## src/rtl/control_ventilacion_alarma.sv

```systemverilog
`default_nettype none
// ============================================================================
//  Module      : control_ventilacion_alarma
//  Description : Temperature supervisor with fan-request and alarm outputs.
//                Every transition needs N_CONF consecutive confirming valid
//                samples, except the operator acknowledge, which moves
//                ESPERA_REC back to VENT at once. Release thresholds sit
//                HISTERESIS below the corresponding turn-on thresholds.
//  Revision    : 1.0 - initial release
// ============================================================================
module control_ventilacion_alarma #(
  parameter int ANCHO         = 8,
  parameter int UMBRAL_VENT   = 28,
  parameter int UMBRAL_ALARMA = 35,
  parameter int HISTERESIS    = 2,
  parameter int N_CONF        = 4
) (
  input  logic             clk,
  input  logic             reset,
  input  logic [ANCHO-1:0] Temperatura,
  input  logic             Dato_valido,
  input  logic             Reconocer,
  output logic             Ventilacion,
  output logic             Alarma,
  output logic [1:0]       Estado
);

  // State codes are fixed because Estado exposes them for debug.
  localparam logic [1:0] NORMAL     = 2'b00;
  localparam logic [1:0] VENT       = 2'b01;
  localparam logic [1:0] ALARMA     = 2'b10;
  localparam logic [1:0] ESPERA_REC = 2'b11;

  localparam int CW = $clog2(N_CONF + 1);

  // Turn-on and release thresholds, resolved at elaboration at sample width.
  // The legal parameter range keeps the release values from wrapping.
  localparam logic [ANCHO-1:0] UMB_VENT_ON  = ANCHO'(UMBRAL_VENT);
  localparam logic [ANCHO-1:0] UMB_ALAR_ON  = ANCHO'(UMBRAL_ALARMA);
  localparam logic [ANCHO-1:0] UMB_VENT_OFF = ANCHO'(UMBRAL_VENT - HISTERESIS);
  localparam logic [ANCHO-1:0] UMB_ALAR_OFF = ANCHO'(UMBRAL_ALARMA - HISTERESIS);

  localparam logic [CW-1:0] CONT_MAX  = CW'(N_CONF);
  localparam logic [CW-1:0] CONT_LAST = CW'(N_CONF - 1);

  logic [1:0]    state;
  logic [1:0]    state_nxt;
  logic [CW-1:0] cont_sube;
  logic [CW-1:0] cont_baja;
  logic [CW-1:0] cont_sube_nxt;
  logic [CW-1:0] cont_baja_nxt;
  logic          sube_cond;
  logic          baja_cond;
  logic          sube_conf;
  logic          baja_conf;

  // Per-state confirmation conditions on the current sample.
  always_comb begin
    sube_cond = 1'b0;
    baja_cond = 1'b0;
    case (state)
      NORMAL:     sube_cond = (Temperatura >= UMB_VENT_ON);
      VENT: begin
        sube_cond = (Temperatura >= UMB_ALAR_ON);
        baja_cond = (Temperatura <  UMB_VENT_OFF);
      end
      ALARMA:     baja_cond = (Temperatura <  UMB_ALAR_OFF);
      ESPERA_REC: sube_cond = (Temperatura >= UMB_ALAR_ON);
      default: begin
        sube_cond = 1'b0;
        baja_cond = 1'b0;
      end
    endcase
    // A confirm is the valid sample that would bring its counter to N_CONF.
    sube_conf = Dato_valido && sube_cond && (cont_sube == CONT_LAST);
    baja_conf = Dato_valido && baja_cond && (cont_baja == CONT_LAST);
  end

  // Next-state selection; a rising confirm outranks the acknowledge.
  always_comb begin
    state_nxt = state;
    case (state)
      NORMAL: begin
        if (sube_conf)
          state_nxt = (Temperatura >= UMB_ALAR_ON) ? ALARMA : VENT;
      end
      VENT: begin
        if (sube_conf)
          state_nxt = ALARMA;
        else if (baja_conf)
          state_nxt = NORMAL;
      end
      ALARMA: begin
        if (baja_conf)
          state_nxt = ESPERA_REC;
      end
      ESPERA_REC: begin
        if (sube_conf)
          state_nxt = ALARMA;
        else if (Reconocer)
          state_nxt = VENT;
      end
      default: state_nxt = NORMAL;
    endcase
  end

  // Saturating run-length counters; they hold between strobes and restart
  // on every state change.
  always_comb begin
    cont_sube_nxt = cont_sube;
    cont_baja_nxt = cont_baja;
    if (Dato_valido) begin
      if (sube_cond)
        cont_sube_nxt = (cont_sube == CONT_MAX) ? CONT_MAX : cont_sube + CW'(1);
      else
        cont_sube_nxt = '0;
      if (baja_cond)
        cont_baja_nxt = (cont_baja == CONT_MAX) ? CONT_MAX : cont_baja + CW'(1);
      else
        cont_baja_nxt = '0;
    end
    if (state_nxt != state) begin
      cont_sube_nxt = '0;
      cont_baja_nxt = '0;
    end
  end

  // State, counters and decoded outputs, all updated on the same edge.
  always_ff @(posedge clk) begin
    if (reset) begin
      state       <= NORMAL;
      cont_sube   <= '0;
      cont_baja   <= '0;
      Ventilacion <= 1'b0;
      Alarma      <= 1'b0;
    end else begin
      state       <= state_nxt;
      cont_sube   <= cont_sube_nxt;
      cont_baja   <= cont_baja_nxt;
      Ventilacion <= (state_nxt == VENT);
      Alarma      <= state_nxt[1];
    end
  end

  assign Estado = state;

endmodule
`default_nettype wire

```

## config.mk

```make
export PLATFORM = sky130hd
export DESIGN_NAME = control_ventilacion_alarma
export DESIGN_NICKNAME = d
export VERILOG_FILES = /design/src/rtl/control_ventilacion_alarma.sv
export SDC_FILE = /design/constraint.sdc
export NUM_CORES = 1
export LEC_CHECK = 0
export BUFFER_PORTS_ARGS = -buffer_cell sky130_fd_sc_hd__buf_2
export CORE_AREA = 5 5 51 53
export CTS_CLUSTER_SIZE = 25
export DETAILED_ROUTE_END_ITERATION = 7
export DIE_AREA = 0 0 56 58
export SYNTH_ARGS = -nofsm -noshare
export SYNTH_HDL_FRONTEND = slang
export SYNTH_SLANG_ARGS = --single-unit
```

## constraint.sdc

```tcl
create_clock -name clk -period 5.5 [get_ports clk]
set_clock_uncertainty 0.1 [all_clocks]
set_input_delay 0 -clock clk [delete_from_list [all_inputs] [get_ports clk]]
set_output_delay 0 -clock clk [all_outputs]
set_load 0.005 [all_outputs]
```

==> impl_metrics.csv, run 1 <==
group,metric,value,unit
finish,final_cell_area,1027,sq um
run,maxCapViolCount,0,
routing,wl,2.085,mm
placed_design,gp_congestion,0.8850,
cts,cts_tree,"done",
cts,cts_made_buffers,3,
setup_path,critPathSlowestCell,"dfxtp_1",
global_route,gr-total-overflow,0,
setup_path,crit_arrival,2.67,ns
setup_path,worst-setup-path-type,"reg2reg",
routing,drc,0,
finish,fillCellCount,205,
routing,dr.pass1.iters,4,
placed_design,place_hpwl,1.729,mm
routing,ant_nets,0,
yosys,async_flop_share,0,%
global_route,grt_max_degree,13,
yosys,synth_top_cell_area_share,20.25,%
cts,clkLatencyLatePin,0.27,ns
die,die_x,56,um
yosys,synth_cells,113,
yosys,syn_area_per_cell,7.873,sq um
cts,clkTransAtPathRegs,0.07,ns
sta,min_period,2.597,ns
cts,root_buffer,"clkbuf_4",
finish,area_growth,15.47,%
finish,diodes,0,
power,power_density,203.0,nW/um^2
routing,vias_per_cell,5.741,
sta,finalCritPeriodShare,47.22,%
yosys,synth_fp_nets,136,
setup_path,startpoint_type,"flop",
yosys,synth-edff-count,0,
cts,cts_buffer_depth,2,
yosys,ys_ff_latch,9,
yosys,ys.flop_type,"dfxtp_1",
finish,regArea,180.2,sq um
yosys,synth_common_cells,"11 x ha_1, 11 x inv_1, 10 x nor3_1, 9 x a21oi_1, 9 x dfxtp_1",
sta,tightest_slew,0.3833,ns
sta,setup_tns,0,ns
global_route,antenna_found_initial,0,
die,pin_count,16,
sta,setup_viol,0,
setup_path,crit_required,5.57,ns
cts,clkSinkCount,9,
sta,clock.fmax,385.0,MHz
worst_hold_path,min_path_type,"in2reg",
cts,cts_max_level,1,
finish,drive_above_1_share,24.62,%
setup_path,path_max_fanout,12,
die,die_h,58,um
routing,vias,907,
die,die_area,3248,sq um
sta,slew_violations,0,
yosys,synth_area,889.6,sq um
routing,drt_iter0_markers,15,
placed_design,post_dp_cell_area,979.7,sq um
global_route,grt_pass1_vias,886,
yosys,yosys_warnings,0,
sta,holdWs,0.1767,ns
sta,rsz0062_at_grt,"false",
global_route,grt_pass1_wl,3.677,mm
setup_path,cp-end-kind,"flop",
die,rows,17,
setup_path,cp_slowest_stage_delay,0.53,ns
routing,avgRoutedWirePerCell,13.20,um
sta,finalHoldViolations,0,
status,status,"finished clean",
die,core_area,2106,sq um
finish,multi_input_area,644.4,sq um
die,start_util,42.25,%
sta,maxSlewHeadroom,74.11,%
yosys,synth_area_leaders,"dfxtp_1 20%, ha_1 15%, nor3_1 5.6%",
power,leakagePower,0.4157,nW
global_route,grtUsageTotal,13.99,%
yosys,yosysUniqueCellTypes,42,
power,peakVddDrop,136.1,uV
yosys,synth.largest_area_cell,"dfxtp_1",
setup_path,crit_chain,"inv_1 -> ha_1 -> o211ai_1 -> nor3_1 -> a41oi_1 -> nand4_1 -> a2111oi_2",
finish,utilization,48.78,%
finish,finalNetCount,154,
yosys,yosysSeqAreaShare,20.25,%
cts,post_cts_resized,0,
placed_design,io_buffers,15,
[critical path: cells and delay by family, from the launching register on]
family | cells | cell delay [ns]
AO/OA/AOI/OAI | 3 | 0.95
flip-flops | 1 | 0.53
buffers and inverters | 1 | 0.18
AND/OR/NAND/NOR | 2 | 0.39
adder cells (fa/ha/maj) | 1 | 0.34
[final timing paths]
path | to | cells past startpoint | slack, ns | startpoint
worst max-delay path | cont_sube[0] | 7 | 2.90 | Estado[0]
worst min-delay path | cont_baja[2] | 5 | 0.18 | Temperatura[1]
worst max register to register | cont_sube[0] | 7 | 2.90 | Estado[0]
worst min register to register | cont_sube[0] | 1 | 0.43 | cont_sube[0]
[power by group]
part	switching [W]	leakage, nW	internal [W]
Combinational	0.0000458	0.325	0.0000303
Clock	0.0000248	0.0177	0.0000269
Sequential	0.00000849	0.0730	0.0000722
Total	0.0000792	0.416	0.000129
[routing by layer]
metal  vias up  part of all wire (%)  track usage [%]
met5         -                     0                0
met4         0                   2.5            8.136
met3         7                   6.1            2.895
met2        26                    49            24.37
met1       415                    42            15.82
li1        459                     -                -
[placed cells by master (no fill, tap or decap), types with 2 or more instances in the layout]
master	n
nor3_1	10
dfxtp_1	9
o21ai_0	2
clkbuf_4	3
inv_1	11
o211ai_1	3
a21oi_1	9
ha_1	11
nor2_1	8
nand4_1	2
a31oi_1	2
dlygate4sd3_1	2
a22oi_1	3
buf_2	15
nand3_1	4
nor2b_1	2
a21o_2	2
nand2_1	7
[logic make-up (layout without fill, tap and decap cells)]
logic type / after synthesis / in the layout / synth area share (%)
and+or+nand+nor: 42 / 42 / 27.99
muxes: 1 / 1 / 1.125
buffers and inverters: 16 / 33 / 7.313
adders and majority gates: 11 / 11 / 15.47
DFF: 9 / 9 / 20.25
AOI/OAI and AO/OA: 34 / 34 / 27.85
[layout make-up]
class / instances / share of cell area, %
multi-input cells: 88 / 62.73
flip-flops and latches: 9 / 17.54
repair buffers: 17 / 9.257
inverters: 12 / 4.385
well taps: 28 / 3.410
clock buffers: 3 / 2.192
clock inverters: 1 / 0.4872
[flip-flops by register name, indices dropped and copies added, names as in the netlist]
name         cells
cont_sube        3
Alarma           1
cont_baja        3
Ventilacion      1
Estado           1
[metrics by stage]
step,power [W],worst slack (ns),instances
6_report,0.0002085,2.903,158
3_5_place_dp,0.0001574,2.863,152
5_1_grt,0.0002255,2.628,158
2_1_floorplan,0.0001349,3.056,113
3_3_place_gp,0.0001579,2.895,152
4_1_cts,0.0002093,2.864,158
[what timing repair did]
action	in CTS	in global routing
hold buffers	2	0
endpoints found under the hold margin	4	0
setup buffers	0	0
setup endpoints to repair	0	0
Power figures use the tool's default switching activity.
==> inputs of run 2 (changes only) <==
PLACE_DENSITY = 0.67   (was not set)
clock period = 2.25 ns   (was 5.5 ns; I/O delays follow)
==> impl_metrics.csv, run 2 (same netlist as run 1, synthesis figures left out) <==
group,metric,value,unit
power,clockPowerShare,21.7,%
die,core_area,2106,sq um
power,leakagePower,0.5584,nW
die,pin_count,16,
setup_path,cp.buffers_inverters,3,
placed_design,io_buffers,15,
worst_hold_path,min_path_type,"in2reg",
cts,cts_made_buffers,3,
routing,dr.pass1.iters,4,
setup_path,critPathTopFamily,"simple AND/OR/NAND/NOR gates",
cts,clkTransAtPathRegs,0.07,ns
power,internal_power,0.0003784,W
power,power_density,455.6,nW/um^2
cts,cts_tree,"done",
global_route,grt_pass1_wl,3.988,mm
sta,tightest_slew,0.3901,ns
cts,clkLatencyLatePin,0.26,ns
setup_path,critPathMostFrequentCell,"buf_4",
die,start_util,42.25,%
finish,final_cells,185,
placed_design,placed_cells,174,
sta,holdWs,0.3077,ns
sta,finalHoldViolations,0,
sta,slew_violations,0,
finish,layout.cells.most_common,"buf_4",
global_route,antenna_found_initial,0,
finish,diodes,0,
status,status,"finished, violations left",
sta,min_period,2.315,ns
routing,vias,1020,
global_route,grtUsageTotal,15.01,%
finish,area_growth,50.07,%
routing,vias_per_cell,5.514,
cts,cts_max_level,1,
setup_path,crit_required,2.31,ns
finish,finalNetCount,181,
setup_path,crit_arrival,2.37,ns
power,peakVddDrop,350.2,uV
placed_design,place_hpwl,1.970,mm
setup_path,startpoint_type,"flop",
routing,drt_iter0_markers,26,
die,die_area,3248,sq um
placed_design,gp_congestion,0.9475,
global_route,grt_max_degree,10,
die,rows,17,
sta,rsz0062_at_grt,"true",
status,violations,"setup timing",
setup_path,cp-end-kind,"flop",
power,combPwrFrac,46.7,%
finish,final_cell_mix,"27 x buf_4, 15 x buf_2, 9 x inv_1, 9 x ha_1",
finish,reg.largest.list,"cont_baja x3, cont_sube x3",
run,maxCapViolCount,0,
setup_path,critPathSlowestCell,"dfxtp_4",
placed_design,place_ws,-0.07323,ns
global_route,grt_pass1_vias,945,
sta,setup_tns,-0.3068,ns
sta,clock.fmax,432.0,MHz
routing,avgRoutedWirePerCell,13.81,um
cts,root_buffer,"clkbuf_4",
sta,finalWorstSetupSlack,-0.06496,ns
die,die_x,56,um
die,die_h,58,um
sta,finalCritPeriodShare,102.9,%
sta,maxSlewHeadroom,73.85,%
power,switching_share,37.79,%
setup_path,worst-setup-path-type,"reg2reg",
routing,wl,2.555,mm
setup_path,crit_chain,"inv_4 -> ha_4 -> and4bb_2 -> o211ai_1 -> buf_4 -> o41ai_4 -> nand3_1 -> nand4_1 -> buf_4 -> nor3_1",
power,power.switching,0.0002298,W
setup_path,cp_slowest_stage_delay,0.38,ns
global_route,gr-total-overflow,0,
finish,drive_above_1_share,48.41,%
setup_path,r2r_slack,-0.06,ns
power,seq_power_share,31.7,%
finish,fillCellCount,191,
routing,ant_nets,0,
sta,setup_viol,7,
setup_path,path_max_fanout,4,
cts,clkSinkCount,9,
routing,drc,0,
cts,cts_buffer_depth,2,
[run 2: cell types whose count changed in the layout (fill, tap and decap cells not counted), sizes merged]
cell | previous run | this run
buf | 15 | 42
clkbuf | 3 | 4
clkinv | 1 | 0
[run 2: per-stage QoR]
stage          instance area (sq um)  utilization, %  power (W)
5_1_grt                         1335           63.40  0.0006445
3_5_place_dp                    1154           54.78  0.0004404
4_1_cts                         1235           58.65  0.0005781
3_3_place_gp                    1154           54.78  0.0004350
2_1_floorplan                  908.4               -  0.0003352
6_report                        1335           63.40  0.0006082
[run 2: what timing repair did]
action / 4_1_cts / 5_1_grt
pin swaps: 1 / 6
endpoints found under the hold margin: 4 / 0
setup buffers: 1 / 4
endpoints found under the setup margin: 8 / 9
hold buffers: 2 / 0
gates resized for setup: 5 / 15
[run 2: layout make-up]
cell class / count / area [sq um] / share of cell area (%)
multi-input combinational: 88 / 743.2 / 55.67
timing repair buffer: 44 / 297.8 / 22.31
sequential: 9 / 185.2 / 13.87
inverter: 12 / 47.55 / 3.561
tap: 28 / 35.03 / 2.624
clock buffer: 4 / 26.28 / 1.968
[run 2: worst reg2reg max path, delay by kind of cell, from the launching register on]
kind | cells | cell delay, ns
compound gates | 2 | 0.50
fa+ha+maj | 1 | 0.24
buf+inv | 3 | 0.42
flops | 1 | 0.38
simple gates | 4 | 0.58
[run 2: worst paths after layout]
| path | start | endpoint | cells after the start |
|---|---|---|---|
| worst max-delay path | Alarma | cont_baja[0] | 10 |
| worst max register to register | Alarma | cont_baja[0] | 10 |
| worst min register to register | cont_sube[0] | cont_sube[0] | 1 |
| worst min-delay path | Temperatura[3] | Estado[0] | 6 |
[run 2: power groups by stage]
stage	sequential, W	combinational, W	clock, W
global placement	0.000195	0.000240	0
global route	0.000196	0.000310	0.000138
detailed placement	0.000195	0.000245	0
floorplan	0.000194	0.000141	0
finish	0.000193	0.000284	0.000132
CTS	0.000192	0.000255	0.000131
[run 2: per-layer routing]
layer / global-route usage, % / part of all wire, % / vias up
met5: 0 / 0 / -
met4: 5.085 / 0.94 / 0
met3: 2.227 / 4.2 / 4
met2: 27.71 / 50 / 26
met1: 17.69 / 45 / 478
li1: - / - / 512
==> inputs of run 3 (changes only) <==
CORE_AREA = 2 2 48 50   (was 5 5 51 53)
DIE_AREA = 0 0 50 52   (was 0 0 56 58)
==> impl_metrics.csv, run 3 (same netlist as run 1, synthesis figures left out) <==
group,metric,value,unit
status,status,"finished clean",
setup_path,cp.buffers_inverters,2,
finish,finalNetCount,172,
setup_path,crit_required,2.34,ns
cts,cts_max_level,1,
finish,reg.largest.list,"cont_baja x3, cont_sube x3",
cts,clkSinkCount,9,
setup_path,critPathMostFrequentCell,"buf_4",
global_route,antenna_found_initial,0,
routing,drc,0,
cts,clkLatencyLatePin,0.27,ns
cts,cts_tree,"done",
global_route,grt_pass1_vias,978,
sta,tightest_slew,0.3564,ns
cts,clkTransAtPathRegs,0.06,ns
routing,vias,966,
power,switching_share,37.92,%
placed_design,place_hpwl,1.867,mm
finish,final_cell_area,1255,sq um
global_route,grtUsageTotal,21.13,%
sta,clock.fmax,448.1,MHz
setup_path,critPathTopFamily,"simple AND/OR/NAND/NOR gates",
sta,setup_viol,0,
placed_design,io_buffers,15,
finish,layout.cells.most_common,"buf_4",
sta,holdWs,0.2784,ns
global_route,grt_pass1_wl,4.195,mm
finish,area_growth,41.07,%
routing,avgRoutedWirePerCell,14.18,um
die,pin_count,16,
die,die_h,52,um
power,internal_power,0.0003598,W
placed_design,post_dp_cell_area,1094,sq um
finish,diodes,0,
setup_path,critPathSlowestCell,"dfxtp_4",
cts,cts_buffer_depth,2,
setup_path,startpoint_type,"flop",
die,start_util,42.25,%
power,combPwrFrac,44.3,%
power,leakagePower,0.5115,nW
power,power.total,0.0005796,W
sta,setup_tns,0,ns
sta,finalHoldViolations,0,
die,die_area,2600,sq um
setup_path,crit_arrival,2.32,ns
sta,slew_violations,0,
cts,cts_made_buffers,3,
die,die_x,50,um
run,maxCapViolCount,0,
setup_path,cp-end-kind,"flop",
routing,vias_per_cell,5.489,
power,seq_power_share,33.0,%
routing,dr.pass1.iters,4,
power,power_density,461.9,nW/um^2
global_route,grt_max_degree,9,
routing,drt_iter0_markers,31,
sta,maxSlewHeadroom,76.11,%
routing,ant_nets,0,
die,rows,17,
global_route,gr-total-overflow,0,
finish,fillCellCount,192,
sta,finalCritPeriodShare,99.18,%
power,peakVddDrop,388.0,uV
setup_path,path_max_fanout,6,
sta,rsz0062_at_grt,"true",
setup_path,cp_slowest_stage_delay,0.36,ns
finish,final_cell_mix,"17 x buf_4, 15 x buf_2, 9 x inv_1, 9 x a21oi_1, 8 x ha_1",
setup_path,crit_chain,"buf_4 -> ha_1 -> nor2_1 -> nor4_4 -> a21o_2 -> o211ai_1 -> nand4_1 -> buf_4 -> nor3_1",
sta,min_period,2.232,ns
finish,drive_above_1_share,43.24,%
die,core_area,2106,sq um
power,clockPowerShare,22.7,%
worst_hold_path,min_path_type,"in2reg",
setup_path,worst-setup-path-type,"reg2reg",
power,power.switching,0.0002198,W
cts,root_buffer,"clkbuf_4",
placed_design,gp_congestion,0.8611,
routing,wl,2.496,mm
==> run 3: path summary, 6_finish.rpt <==
kind                   from            to  slack, ns  depth (start not counted)
max                  Alarma  cont_baja[0]       0.02                          9
min reg2reg    cont_sube[0]  cont_sube[0]       0.43                          1
min          Temperatura[1]  cont_baja[2]       0.28                          5
max reg2reg          Alarma  cont_baja[0]       0.02                          9
==> run 3: through the flow <==
| stage | util [%] | setup slack [ns] | cells |
|---|---|---|---|
| 6_report | 59.60 | 0.01834 | 176 |
| 5_1_grt | 59.60 | -0.08502 | 176 |
| 4_1_cts | 56.15 | 0.001945 | 175 |
| 3_5_place_dp | 51.93 | -0.05244 | 166 |
| 3_3_place_gp | 51.93 | -0.03587 | 166 |
| 2_1_floorplan | - | -0.02524 | 113 |
==> run 3: timing repair <==
action | in CTS | in global routing
setup endpoints to repair | 6 | 8
hold endpoints to repair | 4 | 0
resized for setup | 3 | 15
hold buffers | 2 | 0
buffers inserted | 3 | 1
pin swaps | 3 | 3
==> run 3: worst reg2reg max path, cell delays in order (launching register included) <==
cell      delay (ns)
dfxtp_4         0.36
buf_4           0.16
ha_1            0.21
nor2_1          0.28
nor4_4          0.07
a21o_2          0.25
o211ai_1        0.08
nand4_1         0.23
buf_4           0.21
nor3_1          0.18
==> run 3: layout make-up <==
cell class              instances  area (sq um)  area share [%]
flip-flops and latches          9         185.2           14.76
clock buffers                   4         26.28           2.094
well taps                      28         35.03           2.792
multi-input cells              88         726.9           57.93
repair buffers                 35         234.0           18.64
inverters                      12         47.55           3.789
==> run 3: power groups by stage <==
| stage | sequential (W) | combinational [W] | clock, W |
|---|---|---|---|
| after floorplan | 0.000194 | 0.000141 | 0 |
| after global placement | 0.000194 | 0.000220 | 0 |
| after detailed placement | 0.000194 | 0.000224 | 0 |
| after CTS | 0.000191 | 0.000237 | 0.000137 |
| after global routing | 0.000193 | 0.000285 | 0.000142 |
| final | 0.000191 | 0.000257 | 0.000132 |
==> run 3: metal layers <==
layer	part of all wire [%]	vias up	global-route usage (%)
met5	0	-	0
met4	1.4	0	8.333
met3	1.8	5	2.586
met2	52	13	39.91
met1	45	456	23.82
li1	-	492	-
